**src/rtl/key_debounce.sv**
```systemverilog
// key_debounce: synchronises and debounces N active-low push-buttons.
// Each key runs an independent IDLE/PRESS_DB/PRESSED/REL_DB machine and
// reports a clean level plus one-cycle press, release and long-press pulses.
//
// Ports:
//   clk           board clock (50 MHz)
//   rst           synchronous active-high reset
//   key_n         raw key pins, active-low, asynchronous to clk
//   key_level     debounced pressed state (1 = pressed)
//   press_pulse   one-cycle pulse when a press is accepted
//   release_pulse one-cycle pulse when a release is accepted
//   long_pulse    one-cycle pulse once a press has been held LONG_CYCLES
module key_debounce #(
    parameter int unsigned N_KEYS          = 4,
    parameter int unsigned DEBOUNCE_CYCLES = 1000000,
    parameter int unsigned LONG_CYCLES     = 50000000
) (
    input  logic              clk,
    input  logic              rst,
    input  logic [N_KEYS-1:0] key_n,
    output logic [N_KEYS-1:0] key_level,
    output logic [N_KEYS-1:0] press_pulse,
    output logic [N_KEYS-1:0] release_pulse,
    output logic [N_KEYS-1:0] long_pulse
);

    localparam int unsigned DCNT_W = $clog2(DEBOUNCE_CYCLES);
    localparam int unsigned LCNT_W = $clog2(LONG_CYCLES);
    localparam logic [DCNT_W-1:0] DCNT_LAST = DCNT_W'(DEBOUNCE_CYCLES - 1);
    localparam logic [LCNT_W-1:0] LCNT_LAST = LCNT_W'(LONG_CYCLES - 1);

    typedef enum logic [1:0] {
        IDLE     = 2'd0,
        PRESS_DB = 2'd1,
        PRESSED  = 2'd2,
        REL_DB   = 2'd3
    } state_e;

    // Two-flop synchroniser; resets to the released level
    logic [N_KEYS-1:0] sync1_q, sync1_d;
    logic [N_KEYS-1:0] sync2_q, sync2_d;
    logic [N_KEYS-1:0] sync_c;

    state_e            state_q [N_KEYS];
    state_e            state_d [N_KEYS];
    logic [DCNT_W-1:0] dcnt_q  [N_KEYS];
    logic [DCNT_W-1:0] dcnt_d  [N_KEYS];
    logic [LCNT_W-1:0] lcnt_q  [N_KEYS];
    logic [LCNT_W-1:0] lcnt_d  [N_KEYS];
    logic [N_KEYS-1:0] long_done_q, long_done_d;

    logic [N_KEYS-1:0] level_q, level_d;
    logic [N_KEYS-1:0] press_q, press_d;
    logic [N_KEYS-1:0] rel_q,   rel_d;
    logic [N_KEYS-1:0] long_q,  long_d;

    // Synchroniser next-state and the pressed view of the second stage
    always_comb begin
        sync1_d = key_n;
        sync2_d = sync1_q;
        sync_c  = ~sync2_q;
    end

    // Per-key next-state and output logic
    always_comb begin
        long_done_d = long_done_q;
        level_d     = level_q;
        press_d     = '0;
        rel_d       = '0;
        long_d      = '0;
        for (int unsigned k = 0; k < N_KEYS; k++) begin
            state_d[k] = state_q[k];
            dcnt_d[k]  = dcnt_q[k];
            lcnt_d[k]  = lcnt_q[k];
            unique case (state_q[k])
                IDLE: begin
                    if (sync_c[k]) begin
                        state_d[k] = PRESS_DB;
                        dcnt_d[k]  = '0;
                    end
                end
                PRESS_DB: begin
                    if (!sync_c[k]) begin
                        state_d[k] = IDLE;
                        dcnt_d[k]  = '0;
                    end else if (dcnt_q[k] == DCNT_LAST) begin
                        state_d[k]     = PRESSED;
                        level_d[k]     = 1'b1;
                        press_d[k]     = 1'b1;
                        lcnt_d[k]      = '0;
                        long_done_d[k] = 1'b0;
                    end else begin
                        dcnt_d[k] = dcnt_q[k] + DCNT_W'(1);
                    end
                end
                PRESSED: begin
                    // lcnt is frozen while releasing and saturates via long_done
                    if (!sync_c[k]) begin
                        state_d[k] = REL_DB;
                        dcnt_d[k]  = '0;
                    end else if (!long_done_q[k] && lcnt_q[k] == LCNT_LAST) begin
                        long_d[k]      = 1'b1;
                        long_done_d[k] = 1'b1;
                    end else if (!long_done_q[k]) begin
                        lcnt_d[k] = lcnt_q[k] + LCNT_W'(1);
                    end
                end
                REL_DB: begin
                    // A release glitch resumes the held press without re-arming long
                    if (sync_c[k]) begin
                        state_d[k] = PRESSED;
                        dcnt_d[k]  = '0;
                    end else if (dcnt_q[k] == DCNT_LAST) begin
                        state_d[k] = IDLE;
                        level_d[k] = 1'b0;
                        rel_d[k]   = 1'b1;
                    end else begin
                        dcnt_d[k] = dcnt_q[k] + DCNT_W'(1);
                    end
                end
                default: begin
                    state_d[k] = IDLE;
                end
            endcase
        end
    end

    // State and output registers
    always_ff @(posedge clk) begin
        if (rst) begin
            sync1_q     <= '1;
            sync2_q     <= '1;
            long_done_q <= '0;
            level_q     <= '0;
            press_q     <= '0;
            rel_q       <= '0;
            long_q      <= '0;
            for (int unsigned k = 0; k < N_KEYS; k++) begin
                state_q[k] <= IDLE;
                dcnt_q[k]  <= '0;
                lcnt_q[k]  <= '0;
            end
        end else begin
            sync1_q     <= sync1_d;
            sync2_q     <= sync2_d;
            long_done_q <= long_done_d;
            level_q     <= level_d;
            press_q     <= press_d;
            rel_q       <= rel_d;
            long_q      <= long_d;
            for (int unsigned k = 0; k < N_KEYS; k++) begin
                state_q[k] <= state_d[k];
                dcnt_q[k]  <= dcnt_d[k];
                lcnt_q[k]  <= lcnt_d[k];
            end
        end
    end

    assign key_level     = level_q;
    assign press_pulse   = press_q;
    assign release_pulse = rel_q;
    assign long_pulse    = long_q;

endmodule

```
**config.mk**
```make
export PLATFORM = sky130hd
export DESIGN_NAME = key_debounce
export DESIGN_NICKNAME = d
export VERILOG_FILES = /design/src/rtl/key_debounce.sv
export SDC_FILE = /design/constraint.sdc
export NUM_CORES = 1
export LEC_CHECK = 0
export CAP_MARGIN = 40
export CORE_UTILIZATION = 50
export DETAILED_ROUTE_END_ITERATION = 8
export PLACE_DENSITY_LB_ADDON = 0.25
export SLEW_MARGIN = 10
export SYNTH_ARGS = -nofsm -noshare
export SYNTH_HDL_FRONTEND = slang
export SYNTH_SLANG_ARGS = --single-unit
```
**constraint.sdc**
```tcl
create_clock -name clk -period 2.4 [get_ports clk]
set_input_delay 0.72 -clock clk [delete_from_list [all_inputs] [get_ports clk]]
set_output_delay 0.72 -clock clk [all_outputs]
set_load 0.02 [all_outputs]
```
Word level (Yosys, flattened, before mapping)

Memory sizes are Yosys's and may differ from the RTL's.
Cells that the tools add are included.

Register bits: 28
RAM bits: 192
Output and inout port bits: 16
Word-level logic and storage cells: 281
Memories kept: 3

Add/sub/neg operators: 8
Eq/ne operators: 44
Multiplexer cells: 135
Bitwise gates (word level): 29
Reduce and logical (&&, ||, !) cells: 40

Memory list:

| name    | depth | width | read ports | clocked after Yosys merged registers in | wr ports | RTL line | RTL |
|---|---|---|---|---|---|---|---|
| lcnt_q  | 4     | 26    | 4          | 0                                       | 4        | 48       | `logic [LCNT_W-1:0] lcnt_q [N_KEYS];` |
| dcnt_q  | 4     | 20    | 4          | 0                                       | 4        | 46       | `logic [DCNT_W-1:0] dcnt_q [N_KEYS];` |
| state_q | 4     | 2     | 4          | 0                                       | 4        | 44       | `state_e state_q [N_KEYS];` |

Operators by type and width:

| cell                                                             | number |
|---|---|
| 26-bit two-way mux                                               | 24 |
| 20-bit two-way mux                                               | 24 |
| 20-bit one-hot mux with 4 select lines                           | 4 |
| 26-bit one-hot mux with 2 select lines                           | 4 |
| 26-bit by 1-bit adder with 26-bit output (second input constant) | 4 |
| 26-bit == test (second input constant)                           | 4 |
| 20-bit by 1-bit adder with 20-bit output (second input constant) | 4 |
| 20-bit == test (second input constant)                           | 4 |
| 2-bit two-way mux                                                | 28 |
| 2-bit != test (second input constant)                            | 24 |
| 5-bit AND reduction                                              | 8 |
| 1-bit two-way mux                                                | 39 |
| 3-bit OR reduction                                               | 12 |
| 2-bit one-hot mux with 4 select lines                            | 4 |
| 2-bit == test (second input constant)                            | 8 |
| 1-bit inverter                                                   | 16 |
| 1-bit one-hot mux with 2 select lines                            | 8 |
| 2-bit nonzero test                                               | 8 |
| 1-bit bitwise OR                                                 | 12 |
| 2-bit by 1-bit == test with 1-bit output (second input constant) | 4 |
| 2-bit logical NOT                                                | 4 |
| 1-bit logical AND                                                | 4 |
| 1-bit logical NOT                                                | 4 |
| 4-bit inverter                                                   | 1 |

Depth between registers and ports, before layout

Depth in word-level cells: 6
Gate-level depth with buffers: 8

Worst setup path after synthesis

No wires, ideal clock.

Path kind: register to register
Start: memory dcnt_q[3][6] (netlist name)
End: memory lcnt_q[3][25] (netlist name)
Arrival: 2,318 ps
Data required time: 2,270 ps
Slack: -47 ps
Stages on the path, launching flop included: 8
Buffers on the path: 2
Clock period less this slack: 2,447 ps
Cells stage by stage: dfxtp_1 buf_6 or4_4 nor4_4 nand3_1 o41ai_4 buf_6 a21oi_1

RTL lines:

| item            | RTL line |
|---|---|
| start, declared | 46 |
| end, declared   | 48 |

==> metrics.md <==
| Metric | Value |
|---|---|
| Status | `finished, final reports clean` |
| Fraction of registers with async set/reset | `0` |
| CTS tree | `done` |
| Row Count | `53` |
| Most frequent cells in the layout | `dfxtp_1 (220), nor2_1 (206), nand2_1 (92), buf_4 (81), nand3_1 (69)` |
| Reg2Reg Setup Slack | `0.05 ns` |
| Hold path start | `sync1_q[0]$_SDFF_PP1_` |
| Initial Utilization | `0.510` |
| WL per Instance | `14.1 um` |
| Die height | `149 um` |
| Hold Buf Count CTS | `0` |
| Worst hold path type | `flip-flop to flip-flop` |
| Gate Count Post-Synth | `1298` |
| Top_reg_cell synth | `dfxtp_1` |
| Final min period | `2.35 ns` |
| Slew @ Worst Pin | `0.783 ns` |
| H-tree levels | `1` |
| WL final | `23600 um` |
| Clock Latency Late Sink | `0.52 ns` |
| First-pass GRT wire length | `40100 um` |
| Worst slew margin | `0.478` |
| Nets | `1392` |
| Number of global-route vias before repair | `8698` |
| Period utilization | `0.977` |
| Final hold vios | `0` |
| P_leak | `0.00430 uW` |
| 1st-iter DRT viols | `508` |
| ANT cells | `0` |
| EDFF count, synth | `0` |
| Flops & latches, synth | `220` |
| Commonest non-fill, non-tap cell in the layout | `dfxtp_1` |
| Core footprint | `21100 um^2` |
| Initial antenna violation count | `0` |
| Routability Congestion | `0.844` |
| Detailed Routing Iterations Pass 1 | `5` |
| Final ANT Viol Nets | `0` |
| Synth cell types | `72` |
| Area grow syn2layout | `17.6%` |
| Clock transition at path regs | `0.06 ns` |
| Syn avg cell area | `8.29 um^2` |
| Syn nets | `1312` |
| Max-cap viol count | `0` |
| Combinational power share | `0.025` |
| # fillers | `1876` |
| Port Buffers | `21` |
| Dpl ws | `0.103 ns` |
| Cell area power density | `597 nW/um^2` |
| Die outline area | `22100 um^2` |
| Worst EP required | `2.81 ns` |
| Clock Sinks | `220` |
| Synth warn | `0` |
| Largest net degree at the start of global routing | `73` |
| Startpoint types | `flip-flop` |
| CP Class | `flip-flop to flip-flop` |
| CP Max Fanout | `5` |
| # setup viols final | `0` |
| Post-Route Setup TNS | `0 ns` |
| Overall die width | `149 um` |
| Vias per cell | `5.68` |
| Congestion Overflow GR | `0` |
| Clock share of power | `0.487` |
| Post-Syn Area | `10800 um^2` |
| P_sw | `1590 uW` |
| CTS buffer count | `24` |
| CTS root buffer | `clkbuf_16` |
| Slew Viols, Final | `0` |
| # DRC | `0` |
| Register area share after synthesis | `0.409` |
| Via count | `9478` |
| Clock Skew | `0.0149 ns` |
| R2r endpoint | `lcnt_q[3][13]$_SDFFE_PP0P_` |
| Layout cells sized above 1 | `0.121` |
| Final WS setup | `0.0542 ns` |
| Sw frac | `0.210` |
| I/O pins | `22` |
| Clk buf depth | `3` |
| Hold Path Stages | `1` |
| Int Pwr | `5960 uW` |
| Max Freq | `0.426 GHz` |
| Reg2reg start | `dcnt_q[3][6]$_SDFFE_PP0P_` |
| Peak supply drop | `0.503 mV` |
| CP Capture Type | `flip-flop` |
| Reg2Reg Depth | `7` |
| Hold Path Sink | `sync2_q[0]$_SDFF_PP1_` |
| Post-DP HPWL | `16100 um` |
| WP data arrival | `2.75 ns` |
| Part of the power in registers | `0.487` |
| Total GRT Usage | `0.213` |
critical path, stage by stage, from the launching register on:
cell	delay [ns]
dfxtp_1	0.31
or4_4	0.54
nor4_4	0.39
a31oi_1	0.18
clkdlybuf4s15_2	0.31
nor4b_2	0.30
xnor2_1	0.15
nor2_1	0.05
routing by layer:
| metal | global-route usage | routed length [um] |
|---|---|---|
| met1 | 0.289 | 11400 |
| met2 | 0.354 | 11000 |
| met3 | 0.0291 | 797 |
| met4 | 0.0562 | 382 |
| met5 | 0 | 0 |
power groups by stage:
stage | logic [uW] | clock network, uW | registers [uW]
finish | 191 | 3680 | 3680
global route | 208 | 3910 | 3680
CTS | 192 | 3770 | 3680
detailed placement | 190 | 0 | 3760
global placement | 187 | 0 | 3760
floorplan | 115 | 0 | 3760
registers in the layout (all words and copies together), names as in the netlist, named ones only:
| register | flops |
|---|---|
| state_q | 4 |
| long_pulse | 4 |
| key_level | 4 |
| lcnt_q | 104 |
| release_pulse | 4 |
| press_pulse | 4 |
| dcnt_q | 80 |
| sync1_q | 4 |
| long_done_q | 4 |
| sync2_q | 4 |
Yosys cell counts, drive strengths merged, types with 4 or more instances:
| cell | n | share of area |
|---|---|---|
| o2111ai | 5 | 0.0041 |
| nor2b | 4 | 0.0023 |
| a21o | 6 | 0.0042 |
| inv | 28 | 0.0098 |
| nand3b | 7 | 0.0049 |
| nand2b | 7 | 0.0043 |
| or3 | 20 | 0.012 |
| buf | 9 | 0.0060 |
| dfxtp | 220 | 0.41 |
| xnor2 | 65 | 0.053 |
| nand2 | 92 | 0.032 |
| nor3 | 31 | 0.014 |
| nor4 | 30 | 0.022 |
| and3 | 27 | 0.016 |
| a22oi | 7 | 0.0049 |
| o31ai | 5 | 0.0035 |
| or4 | 14 | 0.010 |
| nand3 | 70 | 0.033 |
| ha | 8 | 0.0093 |
| o21ai | 47 | 0.022 |
| xor2 | 61 | 0.050 |
| a21oi | 66 | 0.031 |
| a311oi | 4 | 0.0033 |
| nor2 | 207 | 0.072 |
| a31oi | 13 | 0.0076 |
| clkbuf | 44 | 0.015 |
| nand4 | 53 | 0.032 |
| and2 | 22 | 0.013 |
| nor4b | 12 | 0.011 |
| or4b | 5 | 0.0047 |
| a211oi | 15 | 0.010 |
| o211ai | 12 | 0.0084 |
| mux2i | 5 | 0.0047 |
| or2 | 13 | 0.0076 |
| and4 | 20 | 0.016 |
| a2111oi | 6 | 0.0050 |
worst max-delay path by stage:
stage,from,end,slack [ns],depth (start not counted)
after global routing,dcnt_q[3][6]$_SDFFE_PP0P_,lcnt_q[3][13]$_SDFFE_PP0P_,-0.02,7
after detailed placement,dcnt_q[3][7]$_SDFFE_PP0P_,lcnt_q[3][17]$_SDFFE_PP0P_,0.10,8
after floorplan,dcnt_q[3][6]$_SDFFE_PP0P_,lcnt_q[3][25]$_SDFFE_PP0P_,0.03,7
after CTS,dcnt_q[3][7]$_SDFFE_PP0P_,lcnt_q[3][25]$_SDFFE_PP0P_,0.07,6
after global placement,dcnt_q[3][7]$_SDFFE_PP0P_,lcnt_q[3][25]$_SDFFE_PP0P_,0.13,6
final,dcnt_q[3][6]$_SDFFE_PP0P_,lcnt_q[3][13]$_SDFFE_PP0P_,0.05,7
final cells by class:
| class | count | area (um^2) | area share |
|---|---|---|---|
| clock buffers | 33 | 696 | 0.0550 |
| clock inverters | 9 | 97.6 | 0.00771 |
| inverters | 28 | 105 | 0.00831 |
| multi-input cells | 997 | 6100 | 0.482 |
| flip-flops and latches | 220 | 4400 | 0.348 |
| well taps | 275 | 344 | 0.0272 |
| repair buffers | 107 | 905 | 0.0715 |
stage by stage:
step | cell area [um^2] | power [uW] | hold WS (ns) | utilization | cells
after floorplan | 10800 | 3870 | 0.389 | - | 1298
after global placement | 11800 | 3950 | 0.396 | 0.557 | 1624
after detailed placement | 11800 | 3950 | 0.396 | 0.558 | 1625
after CTS | 12600 | 7640 | 0.411 | 0.595 | 1667
after global routing | 12700 | 7800 | 0.431 | 0.600 | 1669
final | 12700 | 7550 | 0.408 | 0.600 | 1669
logic make-up (layout without fill, tap and decap cells):
logic type	count (synthesis)	after routing	synth area share
multiplexers	5	5	0.00465
adder cells (fa/ha/maj)	8	8	0.00930
XOR/XNOR	126	126	0.103
AO/OA/AOI/OAI	215	215	0.129
AND/OR/NAND/NOR	643	643	0.313
buffers and inverters	81	177	0.0312
flip-flops	220	220	0.409
what timing repair did:
item                                    4_1_cts  5_1_grt
setup buffers                                 0        1
endpoints found under the setup margin        0       21
gates resized for setup                       0       18
Power figures use the tool's default switching activity.
